## src/rtl/uart_pkg.sv

```systemverilog
// ---------------------------------------------------------------------------
// uart_pkg
//
// Shared definitions for the UART transmit path.
//   - uart_state_e : frame sequencer states (3-bit encoding)
//   - UART_IDLE_LEVEL / START_BIT / STOP_BIT : line levels used on TX_OUT
//   - cnt_width()  : width of a bit counter for a given data width, never
//                    narrower than one bit so a 1-bit data word still has
//                    a legal counter
//
// No ports; imported by the transmit frame sequencer.
// ---------------------------------------------------------------------------
package uart_pkg;

    typedef enum logic [2:0] {
        IDLE   = 3'd0,
        START  = 3'd1,
        DATA   = 3'd2,
        PARITY = 3'd3,
        STOP   = 3'd4
    } uart_state_e;

    localparam logic UART_IDLE_LEVEL = 1'b1;
    localparam logic START_BIT       = 1'b0;
    localparam logic STOP_BIT        = 1'b1;

    // $clog2(1) is 0, which would give a zero-width counter, so clamp to 1.
    function automatic int cnt_width(input int width);
        return (width > 1) ? $clog2(width) : 1;
    endfunction

endpackage

```

## src/rtl/uart_tx_frame.sv

```systemverilog
// ---------------------------------------------------------------------------
// uart_tx_frame
//
// UART transmit frame sequencer and serializer. Takes a parallel word from
// the data source and sends start bit, data bits LSB first, an optional
// parity bit and a stop bit on TX_OUT. The parity bit itself comes from an
// external parity calculator, which uses BUSY to freeze PAR_bit for the
// frame in flight.
//
// Parameters:
//   DATA_WIDTH  number of data bits per frame (>= 1)
//
// Ports:
//   CLK         clock
//   RST         synchronous, active-high reset
//   TICK        bit-period strobe; the sequencer only advances when high
//   DATA_VALID  upstream has a word on P_DATA
//   P_DATA      word to transmit, sampled on the accept edge
//   PAR_EN      1 = frame carries a parity bit, sampled on the accept edge
//   PAR_bit     parity bit from the parity calculator
//   TX_OUT      registered serial line, idle high
//   BUSY        registered, high while a frame is in progress
//   TX_DONE     registered one-cycle pulse when the stop bit completes
// ---------------------------------------------------------------------------
module uart_tx_frame
    import uart_pkg::*;
#(
    parameter int DATA_WIDTH = 8
) (
    input  logic                  CLK,
    input  logic                  RST,
    input  logic                  TICK,
    input  logic                  DATA_VALID,
    input  logic [DATA_WIDTH-1:0] P_DATA,
    input  logic                  PAR_EN,
    input  logic                  PAR_bit,
    output logic                  TX_OUT,
    output logic                  BUSY,
    output logic                  TX_DONE
);

    localparam int                CNT_W    = cnt_width(DATA_WIDTH);
    localparam logic [CNT_W-1:0]  LAST_BIT = CNT_W'(DATA_WIDTH - 1);

    uart_state_e           state_q,  state_d;
    logic [CNT_W-1:0]      cnt_q,    cnt_d;
    logic [DATA_WIDTH-1:0] shreg_q,  shreg_d;
    logic                  par_en_q, par_en_d;
    logic                  tx_q,     tx_d;
    logic                  busy_q,   busy_d;
    logic                  done_q,   done_d;
    logic [DATA_WIDTH-1:0] shreg_shifted;

    // Next-state logic. Every output is computed here as the value for the
    // state being entered, so the registered TX_OUT/BUSY change on the same
    // edge as the state. Nothing moves unless TICK is high, which is what
    // stretches each bit over a full TICK period. The bit shown while in
    // DATA is always shreg_q[0]; on a data tick we shift first and present
    // the new LSB, so the line never lags the shift register.
    always_comb begin
        state_d       = state_q;
        cnt_d         = cnt_q;
        shreg_d       = shreg_q;
        par_en_d      = par_en_q;
        tx_d          = tx_q;
        busy_d        = busy_q;
        done_d        = 1'b0;
        shreg_shifted = shreg_q >> 1;

        case (state_q)
            IDLE: begin
                // The accept edge is the last one where the parity calculator
                // sees BUSY low, so it latches parity of this same word.
                if (DATA_VALID && TICK) begin
                    shreg_d  = P_DATA;
                    par_en_d = PAR_EN;
                    cnt_d    = '0;
                    state_d  = START;
                    tx_d     = START_BIT;
                    busy_d   = 1'b1;
                end
            end

            START: begin
                if (TICK) begin
                    state_d = DATA;
                    cnt_d   = '0;
                    tx_d    = shreg_q[0];
                end
            end

            DATA: begin
                if (TICK) begin
                    shreg_d = shreg_shifted;
                    if (cnt_q == LAST_BIT) begin
                        // Clearing here keeps the counter from wrapping.
                        cnt_d = '0;
                        if (par_en_q) begin
                            state_d = PARITY;
                            tx_d    = PAR_bit;
                        end else begin
                            state_d = STOP;
                            tx_d    = STOP_BIT;
                        end
                    end else begin
                        cnt_d = cnt_q + CNT_W'(1);
                        tx_d  = shreg_shifted[0];
                    end
                end
            end

            PARITY: begin
                if (TICK) begin
                    state_d = STOP;
                    tx_d    = STOP_BIT;
                end
            end

            STOP: begin
                // Always return to IDLE so BUSY drops for at least one
                // cycle and the parity calculator can refresh.
                if (TICK) begin
                    state_d = IDLE;
                    tx_d    = UART_IDLE_LEVEL;
                    busy_d  = 1'b0;
                    done_d  = 1'b1;
                end
            end

            default: begin
                state_d = IDLE;
                cnt_d   = '0;
                tx_d    = UART_IDLE_LEVEL;
                busy_d  = 1'b0;
            end
        endcase
    end

    // State and output registers. Reset is synchronous and wins over
    // everything, so a frame in progress is abandoned on the next edge
    // with the line returned to idle.
    always_ff @(posedge CLK) begin
        if (RST) begin
            state_q  <= IDLE;
            cnt_q    <= '0;
            shreg_q  <= '0;
            par_en_q <= 1'b0;
            tx_q     <= UART_IDLE_LEVEL;
            busy_q   <= 1'b0;
            done_q   <= 1'b0;
        end else begin
            state_q  <= state_d;
            cnt_q    <= cnt_d;
            shreg_q  <= shreg_d;
            par_en_q <= par_en_d;
            tx_q     <= tx_d;
            busy_q   <= busy_d;
            done_q   <= done_d;
        end
    end

    assign TX_OUT  = tx_q;
    assign BUSY    = busy_q;
    assign TX_DONE = done_q;

endmodule
```

## config.mk

```make
export PLATFORM = sky130hd
export DESIGN_NAME = uart_tx_frame
export DESIGN_NICKNAME = d
export VERILOG_FILES = /design/src/rtl/uart_pkg.sv /design/src/rtl/uart_tx_frame.sv
export SDC_FILE = /design/constraint.sdc
export NUM_CORES = 1
export LEC_CHECK = 0
export BUFFER_PORTS_ARGS = -buffer_cell sky130_fd_sc_hd__buf_2
export CAP_MARGIN = 20
export CORE_AREA = 2 2 43 60
export DETAILED_ROUTE_END_ITERATION = 7
export DIE_AREA = 0 0 45 62
export HOLD_SLACK_MARGIN = 0.05
export PLACE_DENSITY = 0.66
export SYNTH_ARGS = -nofsm -noshare
export SYNTH_HDL_FRONTEND = slang
export SYNTH_SLANG_ARGS = --single-unit
```

## constraint.sdc

```tcl
create_clock -name CLK -period 3.3 [get_ports CLK]
set_input_delay 0.165 -clock CLK [delete_from_list [all_inputs] [get_ports CLK]]
set_output_delay 0.165 -clock CLK [all_outputs]
set_load 0.01 [all_outputs]
```

======== Word-level counts from Yosys, hierarchy flattened ========
Index checks and enable logic that the tools add are counted.
Widths: inputs -> output; s select.
operators by class
  reductions and logical operators ........ 12
  bitwise operators ....................... 3
  muxes and demuxes ....................... 26
  equal/unequal tests ..................... 12
  $add $sub $neg .......................... 1
operators by type and width
  kind                 count
  $mux 3               10
  $mux 8               2
  $pmux 8 s2           1
  $pmux 3 s5           1
  $ne 2x2->1 const B   6
  $pmux 3 s4           1
  $mux 1               9
  $reduce_and 4->1     2
  $eq 3x2->1 const B   2
  $eq 3x3->1 const B   2
  $reduce_and 3->1     2
  $reduce_and 6->1     1
  $pmux 1 s4           1
  $reduce_or 2->1      2
  $add 3x1->3 const B  1
  $eq 3x1->1 const B   1
  $logic_not 3->1      1
  $not 1->1            3
  $pmux 1 s3           1
  $reduce_or 3->1      1
  $ne 2x1->1 const B   1
  $reduce_and 2->1     1
  $reduce_bool 2->1    1
  $logic_and 1x1->1    1
storage, ports and cells
  bits of input ports ..................... 14
  output and inout bits ................... 3
  register bits after elaboration ......... 18
  logic and storage cells ................. 61

======== Depth between registers and ports, before layout ========
  depth after elaboration ................. 4
  depth in mapped cells ................... 5
  depth with buffers taken out ............ 5

======== Least setup slack after synthesis ========
Ideal clock, no wire load.
  path kind ............................... register to register
  start ................................... register cnt_q[0]
  end ..................................... register state_q[0]
  path buffers ............................ 0
  arrival time ............................ 1,345 ps
  cell stages (with the launch flop) ...... 6
  setup time .............................. 136 ps
  data required time ...................... 3,164 ps
  clock period less this slack ............ 1,482 ps
  path slack .............................. 1,818 ps
  path through ............................ dfxtp_1 -> ha_1 -> ha_1 -> nor4b_1 -> a211oi_1 -> mux2i_1
on the way
  cells in the longest elaborated chain, start to end .. 3
RTL lines
  item                        line                  RTL
  start: declaration          uart_tx_frame.sv:46   logic [CNT_W-1:0] cnt_q, cnt_d;
  start signal: assignment    uart_tx_frame.sv:153  cnt_q <= cnt_d;
  $eq 3x3->1                  uart_tx_frame.sv:95   if (cnt_q == LAST_BIT) begin
  $ne 2x2->1 (no line)        n/a
  $reduce_and 6->1 (no line)  n/a
  end signal: assignment      uart_tx_frame.sv:152  state_q <= state_d;
  end: declaration            uart_tx_frame.sv:45   uart_state_e state_q, state_d;
Every way passes these cells.
A chain may end at the register's enable or synchronous reset.

======== Worst setup path in the final report ========
  start ................................... register state_q[1]
  end ..................................... register tx_q (netlist: TX_OUT)
on the way
  cells in the longest elaborated chain, start to end .. 4
  elaborated cells between the ends (all ways) .. 12
  classes of those cells .................. eq/ne: 8; mux: 1; reduce/logical: 3
RTL lines
  item                                      line                  RTL
  $eq 3x3->1 or $eq 3x2->1 (tied branches)  uart_tx_frame.sv:70   case (state_q)
  $reduce_or 2->1 (no line)                 n/a
  $ne 2x1->1 (no line)                      n/a
  $reduce_and 4->1 (no line)                n/a
  end signal: assignment                    uart_tx_frame.sv:156  tx_q <= tx_d;
  end: declaration                          uart_tx_frame.sv:49   logic tx_q, tx_d;
Several ways; a longest one is shown, not always the timed one.

==> run_results.csv <==
group,metric,value,unit
outcome,status,"completed",
sta,hold_viol,0,
floorplanning,dieArea,2790,sq um
synthesis,synth.top_cells.by_count,"dfxtp_1 (18), mux2i_1 (13), a21oi_1 (11), a211oi_1 (8), nor2_1 (8)",
sta,layout_min_cycle_time,1.79,ns
cts,clock_latency,0.29,ns
pwr,vdd_drop_max,208,uV
route,final_antenna_net_count,0,
synthesis,ys_warn_count,0,
cts,postCtsSetupBuffers,0,
synthesis,netlist_area,962,sq um
global_route,grt_max_degree,24,
sta,max_slew_margin,62.1,%
global_route,antenna_found_initial,0,
synthesis,yosysMostFrequentCell,"dfxtp_1",
synthesis,ys_types,32,
synthesis,async_flop_share,0,%
setup_path,cp-end-kind,"flip-flop",
sta,final-setup-viol-count,0,
global_route,use_met2,28.6,%
sta,fin_crit_sh,54.2,%
route,drt_iter0_drc,12,
worst_hold_path,hold_class,"input port to flip-flop",
cts,tritoncts,"built",
route,viasPerCell,5.76,
pwr,power_frac_seq,55.0,%
setup_path,critPathRequiredTime,3.51,ns
sta,timing.final.ws_setup,1.51,ns
final_layout,area_growth_syn_to_layout,8.19,%
sta,final.setup.tns,0,ns
setup_path,crit_path_start,"state_q[1]",
final_layout,finalNetCount,131,
synthesis,synth_edf_count,0,
cts,cts.clk_slew.worst_paths,0.10,ns
pwr,p_clk_share,23.5,%
global_route,grt.overflow.total,0,
cts,clock_sinks,18,
floorplanning,ios,17,
placement,dp_hpwl,1420,um
setup_path,r2r_start,"state_q[1]",
synthesis,avgSynthCellArea,9.43,sq um
synthesis,syn_inst,102,
setup_path,worstSetupPathType,"flip-flop to flip-flop",
setup_path,startpoint_type,"flip-flop",
pwr,pwr-share-comb,21.6,%
pwr,power.leakage,0.457,nW
global_route,grt_first_pass_wirelength,3320,um
setup_path,cp_data_arrival_time,2.00,ns
floorplanning,die_x,45,um
synthesis,yosys-top-cells-area,"dfxtp_1 (37%), mux2i_1 (14%), a211oi_1 (6.2%), a21oi_1 (5.7%), nand2b_1 (4.6%)",
global_route,grtUsageTotal,16.0,%
route,detail_route.wl_per_cell,13.8,um
route,vias,783,
cts,ctsResizeCount,0,
sta,finClkSkew,0.00430,ns
placement,gp_congestion,0.727,
cts,clk_path_buf_depth,2,
pwr,power.internal,0.326,mW
sta,slew_viol_final,0,
route,postRouteWirelength,1880,um
synthesis,synth_nets,118,
final_layout,drive_above_1_share,21.2,%
final_layout,diodes,0,
route,drc,0,
sta,worstMarginPinSlew,0.565,ns
cts,cts_made_buffers,3,
synthesis,ys_ff_latch,18,
setup_path,critPathMaxFanout,12,
floorplanning,core,2310,sq um
global_route,grt.busiest_layer,"met2",
placement,io_buffers,16,
synthesis,synth_top_area_cell,"dfxtp_1",
route,drt_pass1_iterations,4,
sta,rsz0062_at_grt,"false",
cts,cts_root_buffer,"clkbuf_4",
sta,max_clock_freq,0.559,GHz
floorplanning,initial_utilization,41.6,%
global_route,met3_usage,2.02,%
synthesis,ys.flop_type,"dfxtp_1",
global_route,first_global_vias,764,
pwr,p_per_area,443,nW/um^2
floorplanning,die_h,62,um
synthesis,yosysSeqAreaShare,37.5,%
cts,holdBufCountCts,0,
global_route,use_met1,18.5,%
placement,place_ws,1.51,ns
run,drv_cap,0,
worst_hold_path,min_from,"P_DATA[7]",
cts,h-tree-depth,1,
synthesis,yosysTopAreaCellShare,37.5,%
pwr,switchingPower,0.135,mW
pwr,swShare,29.3,%
floorplanning,core.rowCount,21,
per-layer routing:
| metal | part of all wire (%) | up-vias | wire (um) |
|---|---|---|---|
| li1 | - | 397 | - |
| met1 | 41 | 367 | 777 |
| met2 | 54 | 17 | 1020 |
| met3 | 3.9 | 2 | 73 |
| met4 | 0.74 | 0 | 14 |
| met5 | 0 | - | 0 |
cells in the final DEF, fill, tap and decap left out, types with 2 or more instances in the layout:
| cell type | netlist | final |
|---|---|---|
| dfxtp_1 | 18 | 18 |
| buf_2 | 3 | 16 |
| mux2i_1 | 13 | 13 |
| a21oi_1 | 11 | 11 |
| nor2_1 | 8 | 8 |
| a211oi_1 | 8 | 8 |
| nand2b_1 | 7 | 7 |
| o21ai_0 | 4 | 4 |
| clkbuf_4 | 0 | 3 |
| a2bb2oi_1 | 2 | 2 |
| or3b_1 | 2 | 2 |
| and3b_1 | 2 | 2 |
| ha_1 | 2 | 2 |
state kept, by name, summed over array words and instances (netlist names):
register	flops
shreg_q	8
par_en_q	1
TX_OUT	1
state_q	3
BUSY	1
cnt_q	3
TX_DONE	1
per-stage QoR:
step / hold slack, ns / std cells / area (sq um) / util, % / total power [mW]
after floorplan: 0.319 / 102 / 962 / - / 0.339
after global placement: 0.430 / 133 / 1020 / 44.0 / 0.357
after CTS: 0.120 / 136 / 1040 / 45.0 / 0.467
after global routing: 0.125 / 136 / 1040 / 45.0 / 0.490
after detailed placement: 0.433 / 133 / 1020 / 44.0 / 0.359
final: 0.124 / 136 / 1040 / 45.0 / 0.461
worst paths after layout:
check | end | slack, ns | depth (start not counted)
worst max-delay path | TX_OUT | 1.51 | 3
worst min-delay path | shreg_q[7] | 0.12 | 3
worst max register to register | TX_OUT | 1.51 | 3
worst min register to register | cnt_q[2] | 0.49 | 2
cell families after synthesis:
| family | after synthesis | synth area share, % |
|---|---|---|
| fa+ha+maj | 2 | 2.60 |
| buf+inv | 9 | 5.85 |
| mux | 13 | 13.5 |
| flops | 18 | 37.5 |
| compound gates | 30 | 20.4 |
| simple gates | 30 | 20.2 |
critical path, cell delays in order (launching register included):
cell	delay (ns)
dfxtp_1	0.53
or3b_1	0.61
o311a_1	0.42
mux2i_1	0.15
area by class of cell:
cell class                      count  area, sq um
Inverter                            1         3.75
Timing Repair Buffer               16         80.1
Clock buffer                        3         22.5
Multi-Input combinational cell     75          546
Tap cell                           23         28.8
Fill cell                         259         1270
Sequential cell                    18          360
power by group through the flow:
stage	Combinational [mW]	Sequential (mW)	Clock, mW
finish	0.0996	0.254	0.108
global route	0.112	0.257	0.120
CTS	0.101	0.254	0.112
detailed placement	0.101	0.259	0
global placement	0.0992	0.258	0
floorplan	0.0898	0.249	0
No activity file was read; power rests on OpenSTA's default activity.
